## src/rtl/modulo_counter_pkg.sv

```systemverilog
// Shared constants for modulo counters and the clock-digit tops built from them.
// The package is named counter_pkg because every counter-based block imports it.
package counter_pkg;

  localparam logic c_DIR_UP   = 1'b1;
  localparam logic c_DIR_DOWN = 1'b0;

  localparam int c_MOD_SEC_UNITS = 10;
  localparam int c_MOD_SEC_TENS  = 6;
  localparam int c_MOD_HOUR_BCD  = 24;

endpackage

```

## src/rtl/modulo_counter.sv

```systemverilog
// Up/down counter over 0..c_MODULO-1 with synchronous load, cascade carry/borrow
// and registered wrap / out-of-range-load pulses.
module modulo_counter
  import counter_pkg::*;
#(
  parameter int c_WIDTH       = 4,
  parameter int c_MODULO      = 10,
  parameter int c_RESET_VALUE = 0
) (
  input  logic               i_Clock,
  input  logic               i_Reset_n,
  input  logic               i_Enable_Count,
  input  logic               i_Up_Down,
  input  logic               i_Load,
  input  logic [c_WIDTH-1:0] i_Load_Data,
  output logic [c_WIDTH-1:0] o_Data,
  output logic               o_Carry,
  output logic               o_Borrow,
  output logic               o_Wrap,
  output logic               o_Load_Error
);

  if (c_MODULO < 2 || c_MODULO > (1 << c_WIDTH)) begin : g_bad_modulo
    $error("modulo_counter: c_MODULO=%0d outside 2..2**c_WIDTH", c_MODULO);
  end
  if (c_RESET_VALUE < 0 || c_RESET_VALUE >= c_MODULO) begin : g_bad_reset
    $error("modulo_counter: c_RESET_VALUE=%0d not below c_MODULO", c_RESET_VALUE);
  end

  // One extra bit so c_MODULO == 2**c_WIDTH is representable and down-count
  // underflow shows up as the top bit.
  localparam logic [c_WIDTH:0]   c_MOD_EXT = (c_WIDTH + 1)'(c_MODULO);
  localparam logic [c_WIDTH-1:0] c_TOP     = c_WIDTH'(c_MODULO - 1);
  localparam logic [c_WIDTH-1:0] c_RST     = c_WIDTH'(c_RESET_VALUE);

  logic [c_WIDTH-1:0] r_data;
  logic               r_wrap;
  logic               r_load_error;
  logic [c_WIDTH-1:0] w_next;
  logic               w_wrap;
  logic               w_load_error;
  logic [c_WIDTH:0]   w_inc;
  logic [c_WIDTH:0]   w_dec;
  logic               w_count_up;

  assign w_inc      = {1'b0, r_data} + (c_WIDTH + 1)'(1);
  assign w_dec      = {1'b0, r_data} - (c_WIDTH + 1)'(1);
  assign w_count_up = (i_Up_Down == c_DIR_UP);

  always_comb begin
    w_next       = r_data;
    w_wrap       = 1'b0;
    w_load_error = 1'b0;
    if (i_Load) begin
      if ({1'b0, i_Load_Data} >= c_MOD_EXT) begin
        w_next       = c_TOP;
        w_load_error = 1'b1;
      end else begin
        w_next = i_Load_Data;
      end
    end else if (i_Enable_Count) begin
      if (w_count_up) begin
        if (w_inc == c_MOD_EXT) begin
          w_next = '0;
          w_wrap = 1'b1;
        end else begin
          w_next = w_inc[c_WIDTH-1:0];
        end
      end else begin
        if (w_dec[c_WIDTH]) begin
          w_next = c_TOP;
          w_wrap = 1'b1;
        end else begin
          w_next = w_dec[c_WIDTH-1:0];
        end
      end
    end
  end

  always_ff @(posedge i_Clock or negedge i_Reset_n) begin
    if (!i_Reset_n) begin
      r_data       <= c_RST;
      r_wrap       <= 1'b0;
      r_load_error <= 1'b0;
    end else begin
      r_data       <= w_next;
      r_wrap       <= w_wrap;
      r_load_error <= w_load_error;
    end
  end

  // Terminal counts are unregistered so the next digit counts on the same edge.
  assign o_Carry      = i_Enable_Count & w_count_up & (r_data == c_TOP) & ~i_Load;
  assign o_Borrow     = i_Enable_Count & ~w_count_up & (r_data == '0) & ~i_Load;
  assign o_Data       = r_data;
  assign o_Wrap       = r_wrap;
  assign o_Load_Error = r_load_error;

endmodule

```

## config.mk

```make
export PLATFORM = sky130hd
export DESIGN_NAME = modulo_counter
export DESIGN_NICKNAME = d
export VERILOG_FILES = /design/src/rtl/modulo_counter_pkg.sv /design/src/rtl/modulo_counter.sv
export SDC_FILE = /design/constraint.sdc
export NUM_CORES = 1
export LEC_CHECK = 0
export BUFFER_PORTS_ARGS = -buffer_cell sky130_fd_sc_hd__buf_4
export CAP_MARGIN = 20
export CORE_UTILIZATION = 40
export DETAILED_ROUTE_END_ITERATION = 8
export PLACE_DENSITY = 0.68
export RECOVER_POWER = 25
export SLEW_MARGIN = 20
export SYNTH_ARGS = -nofsm -noshare
export SYNTH_HDL_FRONTEND = slang
export SYNTH_SLANG_ARGS = --single-unit
```

## constraint.sdc

```tcl
create_clock -name i_Clock -period 1.69 [get_ports i_Clock]
set_clock_uncertainty 0.05 [all_clocks]
set_input_delay 0.338 -clock i_Clock [delete_from_list [all_inputs] [get_ports i_Clock]]
set_output_delay 0.338 -clock i_Clock [all_outputs]
set_load 0.01 [all_outputs]
```

### After elaboration in Yosys (flattened, before gate mapping)

Index checks and enable logic that the tools add are counted.

* bits in registers: 6
* bits in latches: 0
* bits in writable memories: 0
* ROM bits: 0
* input port bits: 9
* output and inout port bits: 8
* logic and storage cells: 31
* memories kept: 0

* add/sub/neg operators: 2
* multipliers: 0
* div/mod/pow operators: 0
* magnitude comparators: 1
* eq/ne operators: 2
* shift operators: 0
* multiplexer cells: 13
* bitwise operators: 8
* reduce and logical (&&, ||, !) cells: 2

Operators with widths (count)
* 2-to-1 mux 4 bit: 6
* 2-to-1 mux 1 bit: 7
* bitwise AND 1 bit: 6
* adder 4 x 1 -> 5 bit, second input constant: 1
* equality test 5 x 4 -> 1 bit, second input constant: 1
* subtractor 4 x 1 -> 5 bit, second input constant: 1
* equality test 4 bit, second input constant: 1
* greater-or-equal comparator 4 bit, second input constant: 1
* logical NOT 4 bit: 1
* inverter 1 bit: 2
* nonzero test 2 bit: 1

### Depth between registers and ports, before layout

* word-level depth: 6
* mapped depth: 6
* gate-level depth less buffers: 6

### Worst setup path before layout

OpenSTA, ideal clock, no wires.

* path kind: register to output
* start point: register r_data[0] (netlist: o_Data[0])
* end point: output o_Borrow
* arrival: 1421 ps
* required time: 1302 ps
* slack: -119 ps
* cell stages (with the launch flop): 5
* path buffers: 0
* cells stage by stage: dfrtp_1 inv_1 ha_1 or4b_4 nor2_1

* cells in the longest elaborated chain, start to end: 3

Ends and longest elaborated chain
* start, declared: line modulo_counter.sv:36 `logic [c_WIDTH-1:0] r_data;`
* start signal, assigned: line modulo_counter.sv:82 `r_data <= c_RST;`
* start signal, assigned: line modulo_counter.sv:86 `r_data <= w_next;`
* logical NOT 4 bit: line modulo_counter.sv:94 `assign o_Borrow = i_Enable_Count & ~w_count_up & (r_data == '0) & ~i_Load;`
* bitwise AND 1 bit (2 in a row): line modulo_counter.sv:94
* end, declared: line modulo_counter.sv:18 `output logic o_Borrow,`

Every way passes these cells.

### Worst setup path after layout

Ends and elaborated chain as after synthesis.

==> results.md <==
* Status: finished, violations left
* Violated checks: negative setup slack
* HPWL after detailed placement at 1090 um
* Crit path cell chain: inv_2 > ha_4 > or4b_4 > nor2_4 > buf_6
* TritonCTS Buffers at 3
* Largest delay share family, worst path: simple AND/OR/NAND/NOR gates
* Drt pass-1 iters at 4
* Die height at 38.5 um
* Slowest stage cell on the critical path: or4b_4
* Final Hold Slack at 0.289 ns
* Fin util at 70.7%
* Die footprint at 1480 sq um
* Layout cells sized above 1 at 47.3%
* Root Buffer: clkbuf_4
* Startpoint Class: flop
* Die W at 38.5 um
* Placer Congestion at 0.897
* Grt total ovfl at 0
* Final WS setup at -0.229 ns
* Max cap viols at 0
* Area Growth Syn to Fin at 55.8%
* Tot Pwr at 0.000657 W
* NumNets Final at 105
* Drt wl/cell at 13.9 um
* Largest stage delay, worst path at 0.48 ns
* DR iter-0 viols at 13
* Worst Hold Class: primary input to flop
* Top Ports at 17
* Power Density at 793 nW/um^2
* Core box area at 1170 sq um
* Synth warnings at 0
* Largest net degree at the start of global routing at 11
* Initial Util at 45.4%
* IR Drop Worst-Case VDD at 574 uV
* Tcrit/Tclk final at 114%
* Unique masters post-synth at 29
* Leak pwr at 0.397 nW
* Clk Latency, worst-skew pair at 0.25 ns
* Initial antenna violation count at 0
* Cell count after synthesis at 62
* RSZ-0062 raised after global routing: yes
* Clock sinks at 6
* FF+latch count, synth at 6
* I/O Buffers at 16
* Syn_area_per_cell at 8.58 sq um
* Synthesized net count at 75
* Worst slew margin at 75.5%
* CP arrival at 1.53 ns
* Count of final setup violators at 4
* Cells after DPL at 96
* Fmax at 0.521 GHz
* Diodes inserted at 0
* Critical Path RT at 1.30 ns
* Row count at 12
* Buf+Inv Stages, Crit Path at 2
* CTS tree: done
* Clock Tree Buf Depth at 2
* Vias in the first global route at 495
* Sequential area share after synthesis at 28.2%
* Drt total wl at 1460 um
* Post-route ant nets at 0
* Post-synthesis instance area at 532 sq um
* Reg clk slew, reported paths at 0.05 ns
* Total number of vias at 567
* Fin. max-slew vios at 0
* First-pass GRT wire length at 2200 um
* Fillers at 102
* Min Tclk post-route at 1.92 ns
* CP max FO at 2
* H-tree levels at 1
* # DRC at 0
* Post-Layout Cell Count at 105
* DR vias/cell at 5.40
* Final Hold Viols at 0
* Setup Crit Path Kind: flop to output pin
* Setup crit end kind: output pin
* Gr usage total at 22.5%
* Pin slew with the least headroom to its limit at 0.368 ns
power breakdown:
| group | switching [W] | internal, W | leakage (nW) |
|---|---|---|---|
| clock network | 0.0000572 | 0.0000898 | 0.0150 |
| registers | 0.0000133 | 0.000163 | 0.0725 |
| logic | 0.000161 | 0.000173 | 0.310 |
| total | 0.000231 | 0.000426 | 0.397 |
sequential cells by signal, indices dropped and copies added, names as in the netlist:
signal,count
o_Load_Error,1
o_Wrap,1
o_Data,4
final cells by class:
type | instances | area (sq um) | area share [%]
well taps | 14 | 17.5 | 2.11
repair buffers | 29 | 228 | 27.5
multi-input cells | 47 | 383 | 46.2
clock buffers | 4 | 26.3 | 3.17
flip-flops and latches | 6 | 153 | 18.4
inverters | 5 | 21.3 | 2.57
synthesized netlist by cell type:
cell       instances  share of area [%]
a211oi_1           1                1.4
a21oi_1            3                2.8
a2bb2oi_2          1                2.8
o21ai_0            1               0.94
nand3_1            4                3.8
nor2b_1            2                2.4
o22ai_1            1                1.2
nand2b_1           2                2.4
a21oi_2            1                1.6
a21o_1             1                1.4
inv_1              5                3.5
a221oi_2           1                2.8
dfrtp_1            6                 28
buf_6              1                2.1
o21a_1             1                1.4
o2111ai_1          1                1.6
nor3_1             2                1.9
buf_2              2                1.9
ha_1               4                9.4
xnor2_1            2                3.3
and2_1             1                1.2
o211a_1            2                3.8
nor2_1             6                4.2
a31oi_1            2                2.4
a211o_1            2                3.3
buf_4              1                1.4
nand2_1            4                2.8
o31ai_1            1                1.4
or4b_4             1                2.6
logic make-up (layout without fill, tap and decap cells):
kind of cell	Yosys count	after routing	synth area share [%]
buffers and inverters	9	38	8.94
AOI/OAI and AO/OA	19	19	28.9
DFF	6	6	28.2
and+or+nand+nor	22	22	21.2
xor gates and xnor gates	2	2	3.29
adders and majority gates	4	4	9.41
timing repair:
action | in CTS | in global routing
buffers inserted | 1 | 3
hold endpoints to repair | 6 | 0
pin swaps | 2 | 2
gates resized for setup | 1 | 8
cloned | 0 | 0
hold buffers | 1 | 0
setup endpoints to repair | 1 | 4
final timing paths:
check / start / endpoint / depth (start not counted) / slack (ns)
max: o_Data[0]$_DFFE_PN0P_ / o_Borrow / 5 / -0.23
min: i_Load_Data[2] / o_Data[2]$_DFFE_PN0P_ / 3 / 0.29
max reg2reg: o_Data[0]$_DFFE_PN0P_ / o_Data[0]$_DFFE_PN0P_ / 8 / -0.19
min reg2reg: o_Data[1]$_DFFE_PN0P_ / o_Data[1]$_DFFE_PN0P_ / 2 / 0.62
max in group asynchronous: i_Reset_n / o_Data[1]$_DFFE_PN0P_ / 2 / 0.84
min in group asynchronous: i_Reset_n / o_Data[3]$_DFFE_PN0P_ / 2 / 0.46
through the flow:
stage | TNS [ns] | area (sq um) | setup slack [ns]
final | -0.590 | 828 | -0.229
after global routing | -0.854 | 828 | -0.288
after CTS | -0.370 | 771 | -0.248
after detailed placement | -0.0473 | 723 | -0.0473
after global placement | -0.00125 | 723 | -0.00125
after floorplan | -0.00758 | 554 | -0.00758
tightest hold or removal path: stages:
cell and delay (ns):
buf_4 0.08, nand3_1 0.06, o31ai_1 0.07
placed cells by master, fill, tap and decap left out, drive strengths merged:
master and count:
buf 27, nor2 6, dfrtp 6, inv 5
clkbuf 5, nand2 4, nand3 4, a21oi 4
ha 4, nand2b 2, nor2b 2, a31oi 2
nor3 2, xnor2 2, o211a 2, a211o 2
or4b 1, o21ai 1, o22ai 1, a2bb2oi 1
o21a 1, o2111ai 1, a221oi 1, and2 1
a21o 1, o31ai 1, a211oi 1, dlygate4sd3 1
metal layers:
metal | vias to the layer above | track usage (%) | routed length, um
met3 | 4 | 11.0 | 141
met2 | 22 | 38.1 | 722
met4 | 0 | 5.17 | 16
li1 | 280 | - | -
met5 | - | 0 | 0
met1 | 261 | 25.1 | 582
No activity file was read; power rests on OpenSTA's default activity.
